### src/rtl/vector_sweep_ctrl.sv
// Exhaustive input-sweep sequencer: drives every N_IN-bit vector (ascending) into a logic block and compares the sampled outputs against golden values.
// Latency: each vector is held SETTLE cycles plus one sample cycle, so a sweep completes 2^N_IN*(SETTLE+1) cycles after start is accepted.
// Backpressure: none. start is ignored while busy; abort cancels a running sweep; results hold until the next accepted start.
//
// Ports:
//   clk, rst_n        single rising-edge clock, asynchronous active-low reset
//   start, abort      sweep request / cancel (both sampled on clk)
//   vec_out           stimulus to the block under test (bit3=A .. bit0=D)
//   resp_in, exp_in   block outputs and golden outputs for the current vec_out
//   busy, done, pass  sweep status; done and pass are sticky until the next start
//   err_count         mismatching vectors, saturating at 2^N_IN
//   first_err_*       vector and response of the first mismatch
module vector_sweep_ctrl #(
  parameter int N_IN   = 4,
  parameter int N_OUT  = 2,
  parameter int SETTLE = 2
) (
  input  logic              clk,
  input  logic              rst_n,
  input  logic              start,
  input  logic              abort,
  output logic [N_IN-1:0]   vec_out,
  input  logic [N_OUT-1:0]  resp_in,
  input  logic [N_OUT-1:0]  exp_in,
  output logic              busy,
  output logic              done,
  output logic              pass,
  output logic [N_IN:0]     err_count,
  output logic              first_err_valid,
  output logic [N_IN-1:0]   first_err_vec,
  output logic [N_OUT-1:0]  first_err_resp
);

  localparam int          CW      = 4;
  localparam logic [CW-1:0]   CNT_LAST = CW'(SETTLE - 1);
  localparam logic [N_IN:0]   ERR_MAX  = (N_IN + 1)'(1 << N_IN);
  localparam logic [N_IN-1:0] VEC_LAST = {N_IN{1'b1}};

  typedef enum logic [1:0] {
    ST_IDLE   = 2'd0,
    ST_SETTLE = 2'd1,
    ST_SAMPLE = 2'd2,
    ST_DONE   = 2'd3
  } state_t;

  state_t             state_q, state_d;
  logic [CW-1:0]      cnt_q, cnt_d;
  logic [N_IN-1:0]    vec_q, vec_d;
  logic               busy_q, busy_d;
  logic               done_q, done_d;
  logic               pass_q, pass_d;
  logic [N_IN:0]      err_q, err_d;
  logic               fe_vld_q, fe_vld_d;
  logic [N_IN-1:0]    fe_vec_q, fe_vec_d;
  logic [N_OUT-1:0]   fe_resp_q, fe_resp_d;

  logic               mismatch;
  logic [N_IN:0]      err_inc;

  assign mismatch = (resp_in != exp_in);
  assign err_inc  = (err_q == ERR_MAX) ? err_q : err_q + 1'b1;

  always_comb begin
    state_d   = state_q;
    cnt_d     = cnt_q;
    vec_d     = vec_q;
    busy_d    = busy_q;
    done_d    = done_q;
    pass_d    = pass_q;
    err_d     = err_q;
    fe_vld_d  = fe_vld_q;
    fe_vec_d  = fe_vec_q;
    fe_resp_d = fe_resp_q;

    unique case (state_q)
      ST_IDLE, ST_DONE: begin
        // A start from DONE is identical to one from IDLE: results are wiped.
        if (start) begin
          state_d   = ST_SETTLE;
          cnt_d     = '0;
          vec_d     = '0;
          busy_d    = 1'b1;
          done_d    = 1'b0;
          pass_d    = 1'b0;
          err_d     = '0;
          fe_vld_d  = 1'b0;
          fe_vec_d  = '0;
          fe_resp_d = '0;
        end
      end

      ST_SETTLE: begin
        if (abort) begin
          state_d = ST_IDLE;
          vec_d   = '0;
          busy_d  = 1'b0;
          cnt_d   = '0;
        end else if (cnt_q == CNT_LAST) begin
          // Up-counter from 0 to SETTLE-1 gives exactly SETTLE cycles here.
          state_d = ST_SAMPLE;
          cnt_d   = '0;
        end else begin
          cnt_d = cnt_q + 1'b1;
        end
      end

      ST_SAMPLE: begin
        // abort wins over the compare: the partial results are left untouched.
        if (abort) begin
          state_d = ST_IDLE;
          vec_d   = '0;
          busy_d  = 1'b0;
        end else begin
          if (mismatch) begin
            err_d = err_inc;
            if (!fe_vld_q) begin
              fe_vld_d  = 1'b1;
              fe_vec_d  = vec_q;
              fe_resp_d = resp_in;
            end
          end
          if (vec_q != VEC_LAST) begin
            state_d = ST_SETTLE;
            vec_d   = vec_q + 1'b1;
          end else begin
            state_d = ST_DONE;
            busy_d  = 1'b0;
            done_d  = 1'b1;
            // Uses the post-update count so a miss on the last vector fails.
            pass_d  = (err_d == '0);
          end
        end
      end

      default: state_d = ST_IDLE;
    endcase
  end

  always_ff @(posedge clk or negedge rst_n) begin
    if (!rst_n) begin
      state_q   <= ST_IDLE;
      cnt_q     <= '0;
      vec_q     <= '0;
      busy_q    <= 1'b0;
      done_q    <= 1'b0;
      pass_q    <= 1'b0;
      err_q     <= '0;
      fe_vld_q  <= 1'b0;
      fe_vec_q  <= '0;
      fe_resp_q <= '0;
    end else begin
      state_q   <= state_d;
      cnt_q     <= cnt_d;
      vec_q     <= vec_d;
      busy_q    <= busy_d;
      done_q    <= done_d;
      pass_q    <= pass_d;
      err_q     <= err_d;
      fe_vld_q  <= fe_vld_d;
      fe_vec_q  <= fe_vec_d;
      fe_resp_q <= fe_resp_d;
    end
  end

  assign vec_out         = vec_q;
  assign busy            = busy_q;
  assign done            = done_q;
  assign pass            = pass_q;
  assign err_count       = err_q;
  assign first_err_valid = fe_vld_q;
  assign first_err_vec   = fe_vec_q;
  assign first_err_resp  = fe_resp_q;

endmodule

### config.mk
export PLATFORM = sky130hd
export DESIGN_NAME = vector_sweep_ctrl
export DESIGN_NICKNAME = d
export VERILOG_FILES = /design/src/rtl/vector_sweep_ctrl.sv
export SDC_FILE = /design/constraint.sdc
export NUM_CORES = 1
export LEC_CHECK = 0
export CORE_ASPECT_RATIO = 1.75
export CORE_MARGIN = 2
export CORE_UTILIZATION = 40
export DETAILED_ROUTE_END_ITERATION = 8
export HOLD_SLACK_MARGIN = 0.08
export PLACE_DENSITY = 0.69
export SETUP_SLACK_MARGIN = 0.5
export SKIP_CTS_REPAIR_TIMING = 1
export SYNTH_ARGS = -nofsm -noshare
export SYNTH_HDL_FRONTEND = slang
export SYNTH_SLANG_ARGS = --single-unit
### constraint.sdc
create_clock -name clk -period 2.2 [get_ports clk]
set_input_delay 0.44 -clock clk [delete_from_list [all_inputs] [get_ports clk]]
set_output_delay 0.44 -clock clk [all_outputs]
set_load 0.01 [all_outputs]
==> implementation parameters, run 1 <==
Parameter                              Value

Synthesis
  Post-synth EDFFs ... 0
  Netlist Area Pre-Place ... 1480 um2
  Syn nets ... 165
  Flops & latches, synth ... 25
  Post-synthesis cell type with the largest combined area ... dfrtp_1
  Biggest area contributors in the synthesized netlist ... dfrtp_1 42%, ha_1 5.9%, a22o_1 4.7%, nand2_1 3.6%, mux2i_1 3.4%
  Syn avg cell area ... 9.87 um2
  Yosys Warn Count ... 0
  Async set-or-reset flop fraction in the synthesized netlist ... 100%
  Primary FF master, synth ... dfrtp_1
  Sequential cell area fraction in the yosys report ... 42.3%
  Number of different library cells in the post-synthesis netlist ... 43
  Top cell type's share of synthesized area ... 42.3%
  Synthesized netlist cell count ... 150

Placement
  HPWL after DPL ... 2530 um
  RePlAce Congestion ... 0.896
  Quantity of I/O buffers inserted on ports ... 26
  Cell count after placement ... 225

Timing
  Highest achievable clock rate ... 576 MHz
  Final-report hold violation count ... 0
  RSZ-0062 raised after global routing ... true
  Final setup skew ... 0.00117 ns
  Portion of the clock cycle consumed by the worst path in the final layout ... 78.9%
  Pins over their slew limit ... 0
  Final critical-path required period ... 1.74 ns
  Final-layout setup total negative slack ... 0 ns
  Transition time of the tightest slew-check pin ... 0.395 ns
  Tightest slew margin relative to the limit ... 73.5%
  Final Setup Violations ... 0

Worst hold path
  Worst Hold Path Cells ... 1
  Class of the most critical hold timing path ... flop to flop
  Min-delay src ... vec_out[0]
  End of the worst hold path ... vec_out[0]

Worst setup path
  Cell depth of the worst flop-to-flop path ... 6
  Required time at the worst-slack endpoint ... 2.40 ns
  Internal reg-to-reg setup slack ... 0.46 ns
  Critical Path Sink Type ... flop
  Critical Path Source Type ... flop
  Ordered cell list for the critical path ... inv_2, ha_4, mux2i_4, a21o_4, o31ai_1, a22o_1
  WP data arrival ... 1.94 ns
  Cell with the biggest individual delay on the critical path ... dfrtp_1
  CP max stage delay ... 0.41 ns
  Critical path start-end classification ... flop to flop
  Reg2Reg Capture Point ... err_count[1]
  Origin of the critical flop-to-flop path ... state_q[0]
  Worst-path maximum fanout ... 8

Power
  VDD IR-drop max ... 0.699 mV
  Lkg Pwr ... 0.958 nW
  Ratio of total power to cell area ... 920 nW/um2

Global routing
  Wire length of the first global-routing pass ... 5720 um
  Maximum number of pins on one net before global-route repair ... 26
  Final global-route overflow total ... 0
  Number of antenna violations at the first check in global routing ... 0
  GRT Overall Usage ... 17.1%
  Via count of the first global-routing pass ... 1345

Route
  DR DRC count ... 0
  WL/cell ... 15.1 um
  Vias per cell ... 5.58
  Number of vias after detailed routing ... 1355
  Drt first pass iters ... 5
  Final wirelength ... 3670 um
  DRT iter0 DRCs ... 31
  Number of antenna-violating nets in the routed design ... 0

Clock tree
  Clock-pin slew of the registers on the worst-case setup and hold paths ... 0.08 ns
  TritonCTS clock tree ... done
  Num CTS Buffers ... 3
  Clk_lat worst skew ... 0.26 ns
  # H-tree levels ... 1
  Library cell used as clock root buffer ... clkbuf_8
  Max Root-Sink Buffers ... 2
  Clk sink count ... 25

Floorplanning
  Die footprint ... 4220 um2
  Total I/O pin count ... 27
  Effective utilization at floorplan ... 41.2%
  Die boundary height ... 84.5 um
  Horizontal die dimension ... 50.0 um
  CORE AREA ... 3590 um2
  # rows ... 29

Final layout
  Final-stage net count ... 213
  Commonest cells after routing, fill and taps aside ... 21 x clkdlybuf4s50_1, 21 x buf_4, 16 x dfrtp_1, 13 x nand2_1, 9 x dfrtp_2
  Share of layout cells above drive strength 1 ... 26.9%
  Diodes inserted ... 0
  Final Instance Count excl. Fillers ... 243
  P&R area growth vs syn ... 41.5%

Flow run
  Number of maximum-capacitance constraint violations ... 0

Status
  Status ... complete, no violations
kinds of logic after synthesis:
family | after synthesis | share of synthesized area [%]
simple gates | 44 | 15.9
fa+ha+maj | 7 | 5.92
xor+xnor | 5 | 2.96
compound gates | 50 | 24.4
mux | 7 | 4.90
buf+inv | 12 | 3.63
flops | 25 | 42.3
worst max-delay path by stage:
| stage | end | startpoint | slack, ns |
|---|---|---|---|
| 3_5_place_dp | err_count[4] | resp_in[1] | 0.12 |
| 4_1_cts | first_err_vec[1] | state_q[0] | 0.34 |
| 6_report | err_count[1] | state_q[0] | 0.46 |
| 2_1_floorplan | err_count[4] | state_q[1] | 0.47 |
| 5_1_grt | err_count[2] | state_q[0] | 0.43 |
| 3_3_place_gp | err_count[4] | resp_in[1] | 0.13 |
flip-flops by register name, indices dropped and copies added (netlist names):
signal           cells
pass                 1
cnt_q                4
first_err_vec        4
busy                 1
first_err_resp       2
vec_out              4
first_err_valid      1
err_count            5
state_q              2
done                 1
per-stage QoR:
| stage | total power [mW] | worst slack (ns) | hold slack [ns] | area (um2) | utilization [%] |
|---|---|---|---|---|---|
| final | 1.93 | 0.463 | 0.496 | 2090 | 58.3 |
| after global placement | 1.48 | 0.126 | 0.490 | 1840 | 51.2 |
| after floorplan | 1.21 | 0.473 | 0.144 | 1490 | - |
| after detailed placement | 1.50 | 0.125 | 0.496 | 1840 | 51.2 |
| after global routing | 2.06 | 0.433 | 0.530 | 2090 | 58.3 |
| after CTS | 1.77 | 0.345 | 0.516 | 1890 | 52.5 |
per-layer routing:
| metal | wire length [um] | global-route usage (%) | up-vias | share of wire [%] |
|---|---|---|---|---|
| li1 | - | - | 647 | - |
| met1 | 1400 | 18.7 | 666 | 38 |
| met2 | 2080 | 30.4 | 36 | 57 |
| met3 | 106 | 1.60 | 6 | 2.9 |
| met4 | 82 | 10.6 | 0 | 2.2 |
| met5 | 0 | 0 | - | 0 |
cell type report:
type | instances | area, um2
inverters | 8 | 30.0
well taps | 46 | 57.6
repair buffers | 47 | 430
clock inverters | 1 | 5.00
fillers | 295 | 1500
clock buffers | 3 | 41.3
flip-flops and latches | 25 | 637
multi-input cells | 113 | 893
synthesized netlist by cell type, types with 2 or more instances:
library cell	number
dfrtp_1	25
nand2_1	14
o21ai_0	9
a21oi_1	8
a22o_1	8
inv_1	8
nand3_1	8
ha_1	7
mux2i_1	5
nor2_1	4
nor3_1	4
a21o_1	3
and3_1	3
nor2b_1	3
xnor2_1	3
a211oi_1	2
and2_1	2
clkbuf_1	2
mux2_2	2
nand2b_1	2
o211ai_1	2
o21bai_1	2
o31ai_1	2
o41ai_1	2
xor2_1	2
where the power goes:
group / total, mW / switching [mW] / leakage, nW / internal, mW
sequential: 0.598 / 0.0659 / 0.328 / 0.532
clock: 0.268 / 0.141 / 0.0255 / 0.127
combinational: 1.06 / 0.527 / 0.605 / 0.535
total: 1.93 / 0.734 / 0.958 / 1.19
worst max-delay path, delay by kind of cell, from the launching register on:
kind / cells / cell delay, ns
adders and majority gates: 1 / 0.21
muxes: 1 / 0.20
DFF: 1 / 0.41
buffers and inverters: 1 / 0.08
AOI/OAI and AO/OA: 3 / 0.79
No activity file was read; power rests on OpenSTA's default activity.
==> run 2: changes to the inputs <==
--- a/config.mk
+++ b/config.mk
@@ -10,7 +10,7 @@
 export CORE_UTILIZATION = 40
 export DETAILED_ROUTE_END_ITERATION = 8
 export HOLD_SLACK_MARGIN = 0.08
-export PLACE_DENSITY = 0.69
+export PLACE_DENSITY = 0.71
 export SETUP_SLACK_MARGIN = 0.5
 export SKIP_CTS_REPAIR_TIMING = 1
 export SYNTH_ARGS = -nofsm -noshare
==> constraint.sdc (replaced) <==
create_clock -name clk -period 1.45 [get_ports clk]
set_input_delay 0.29 -clock clk [delete_from_list [all_inputs] [get_ports clk]]
set_output_delay 0.29 -clock clk [all_outputs]
set_load 0.01 [all_outputs]
==> implementation parameters, run 2 (synthesized netlist as in run 1, its figures left out) <==
Parameter                              Value

Power
  Ratio of total power to cell area ... 1420 nW/um2
  Combinational cell fraction of total power ... 60.0%
  VDD IR-drop max ... 1.16 mV
  Lkg Pwr ... 1.13 nW
  Switching component of the power ... 1.25 mW
  Total power draw ... 3.29 mW
  Proportion of total power due to net switching ... 38.0%
  Clock power frac ... 12.8%
  Seq pwr share ... 27.2%
  P_int ... 2.04 mW

Clock tree
  Clk sink count ... 25
  Clock-pin slew of the registers on the worst-case setup and hold paths ... 0.09 ns
  Library cell used as clock root buffer ... clkbuf_8
  Num CTS Buffers ... 3
  Clk_lat worst skew ... 0.27 ns
  TritonCTS clock tree ... done
  # H-tree levels ... 1
  Max Root-Sink Buffers ... 2

Timing
  Final critical-path required period ... 1.71 ns
  Pins over their slew limit ... 0
  Smallest setup slack after layout ... -0.265 ns
  Final setup skew ... 0.00574 ns
  Portion of the clock cycle consumed by the worst path in the final layout ... 118%
  Highest achievable clock rate ... 583 MHz
  Worst hold slack across all endpoints ... 0.377 ns
  RSZ-0062 raised after global routing ... true
  Final-report hold violation count ... 0
  Transition time of the tightest slew-check pin ... 0.379 ns
  Final Setup Violations ... 26
  Tightest slew margin relative to the limit ... 74.5%

Final layout
  Final Instance Count excl. Fillers ... 273
  Commonest non-fill, non-tap cell in the layout ... buf_4
  Fin util ... 64.3%
  P&R area growth vs syn ... 56.0%
  Share of layout cells above drive strength 1 ... 44.9%
  Diodes inserted ... 0
  Final-stage net count ... 243
  Number of flip-flops in the largest register ... 5
  Commonest cells after routing, fill and taps aside ... 49 x buf_4, 21 x dfrtp_1, 13 x nand2_1, 12 x buf_2, 8 x a22o_1

Placement
  HPWL after DPL ... 2870 um
  Pre-CTS WS ... -0.478 ns
  Cell count after placement ... 252
  Quantity of I/O buffers inserted on ports ... 26
  RePlAce Congestion ... 0.857

Global routing
  Final global-route overflow total ... 0
  Maximum number of pins on one net before global-route repair ... 26
  Number of antenna violations at the first check in global routing ... 0
  Wire length of the first global-routing pass ... 6060 um
  Via count of the first global-routing pass ... 1446
  GRT Overall Usage ... 18.4%

Route
  DR DRC count ... 0
  Number of vias after detailed routing ... 1487
  Number of antenna-violating nets in the routed design ... 0
  Drt first pass iters ... 4
  Final wirelength ... 4170 um
  Vias per cell ... 5.45
  DRT iter0 DRCs ... 40
  WL/cell ... 15.3 um

Worst setup path
  Required time at the worst-slack endpoint ... 1.61 ns
  Critical Path Source Type ... flop
  Worst-path maximum fanout ... 4
  Critical Path Sink Type ... flop
  Critical path start-end classification ... flop to flop
  WP data arrival ... 1.88 ns

Floorplanning
  Die boundary height ... 84.5 um
  # rows ... 29
  Effective utilization at floorplan ... 41.2%
  Horizontal die dimension ... 50.0 um
  Total I/O pin count ... 27
  CORE AREA ... 3590 um2
  Die footprint ... 4220 um2

Status
  Violated checks ... negative setup slack
  Status ... finished with violations

Worst hold path
  Class of the most critical hold timing path ... input port to async pin

Flow run
  Number of maximum-capacitance constraint violations ... 0
==> run 2: cell count changes in the layout (fill, tap and decap cells not counted), sizes merged <==
cell	change
buf	+47
clkinv	-1
clkdlybuf4s50	-16
dlymetal6s2s	-1
clkbuf	+1
==> run 2: critical path, cell delays in order (launching register included) <==
cell	delay, ns
dfrtp_1	0.41
ha_4	0.30
mux2i_4	0.29
a21oi_2	0.07
buf_4	0.16
a32o_1	0.21
a22o_1	0.17
==> run 2: final cells by class <==
type / instances / area (um2)
multi-input combinational: 113 / 940
clock buffer: 4 / 45.0
fill: 280 / 1280
sequential: 25 / 631
tap: 46 / 57.6
timing repair buffer: 77 / 607
inverter: 8 / 30.0
==> run 2: stage by stage <==
stage / TNS (ns) / instance area (um2)
CTS: -5.68 / 2130
global route: -6.18 / 2310
detailed placement: -8.47 / 2090
finish: -4.23 / 2310
floorplan: -2.59 / 1540
global placement: -7.64 / 2090
==> run 2: power by group through the flow <==
stage	clock network, mW	registers (mW)	logic (mW)
2_1_floorplan	0	0.937	1.00
3_3_place_gp	0	0.899	1.69
3_5_place_dp	0	0.911	1.72
4_1_cts	0.427	0.897	1.74
5_1_grt	0.452	0.909	2.12
6_report	0.420	0.894	1.98
==> run 2: metal layers <==
layer	vias up	GRT usage, %	routed length (um)
met2	39	33.5	2420
met4	0	10.4	122
met5	-	0	0
li1	711	-	-
met3	11	2.67	113
met1	726	19.2	1510
==> run 2: worst paths after layout <==
path / depth (start not counted) / from / endpoint / slack [ns]
min in group clk: 3 / resp_in[1] / first_err_resp[1] / 0.49
setup / recovery: 6 / state_q[1] / err_count[2] / -0.26
max in group asynchronous: 2 / rst_n / err_count[0] / 0.79
hold reg to reg: 1 / busy / busy / 0.51
setup reg to reg: 6 / state_q[1] / err_count[2] / -0.26
hold / removal: 2 / rst_n / first_err_vec[3] / 0.38
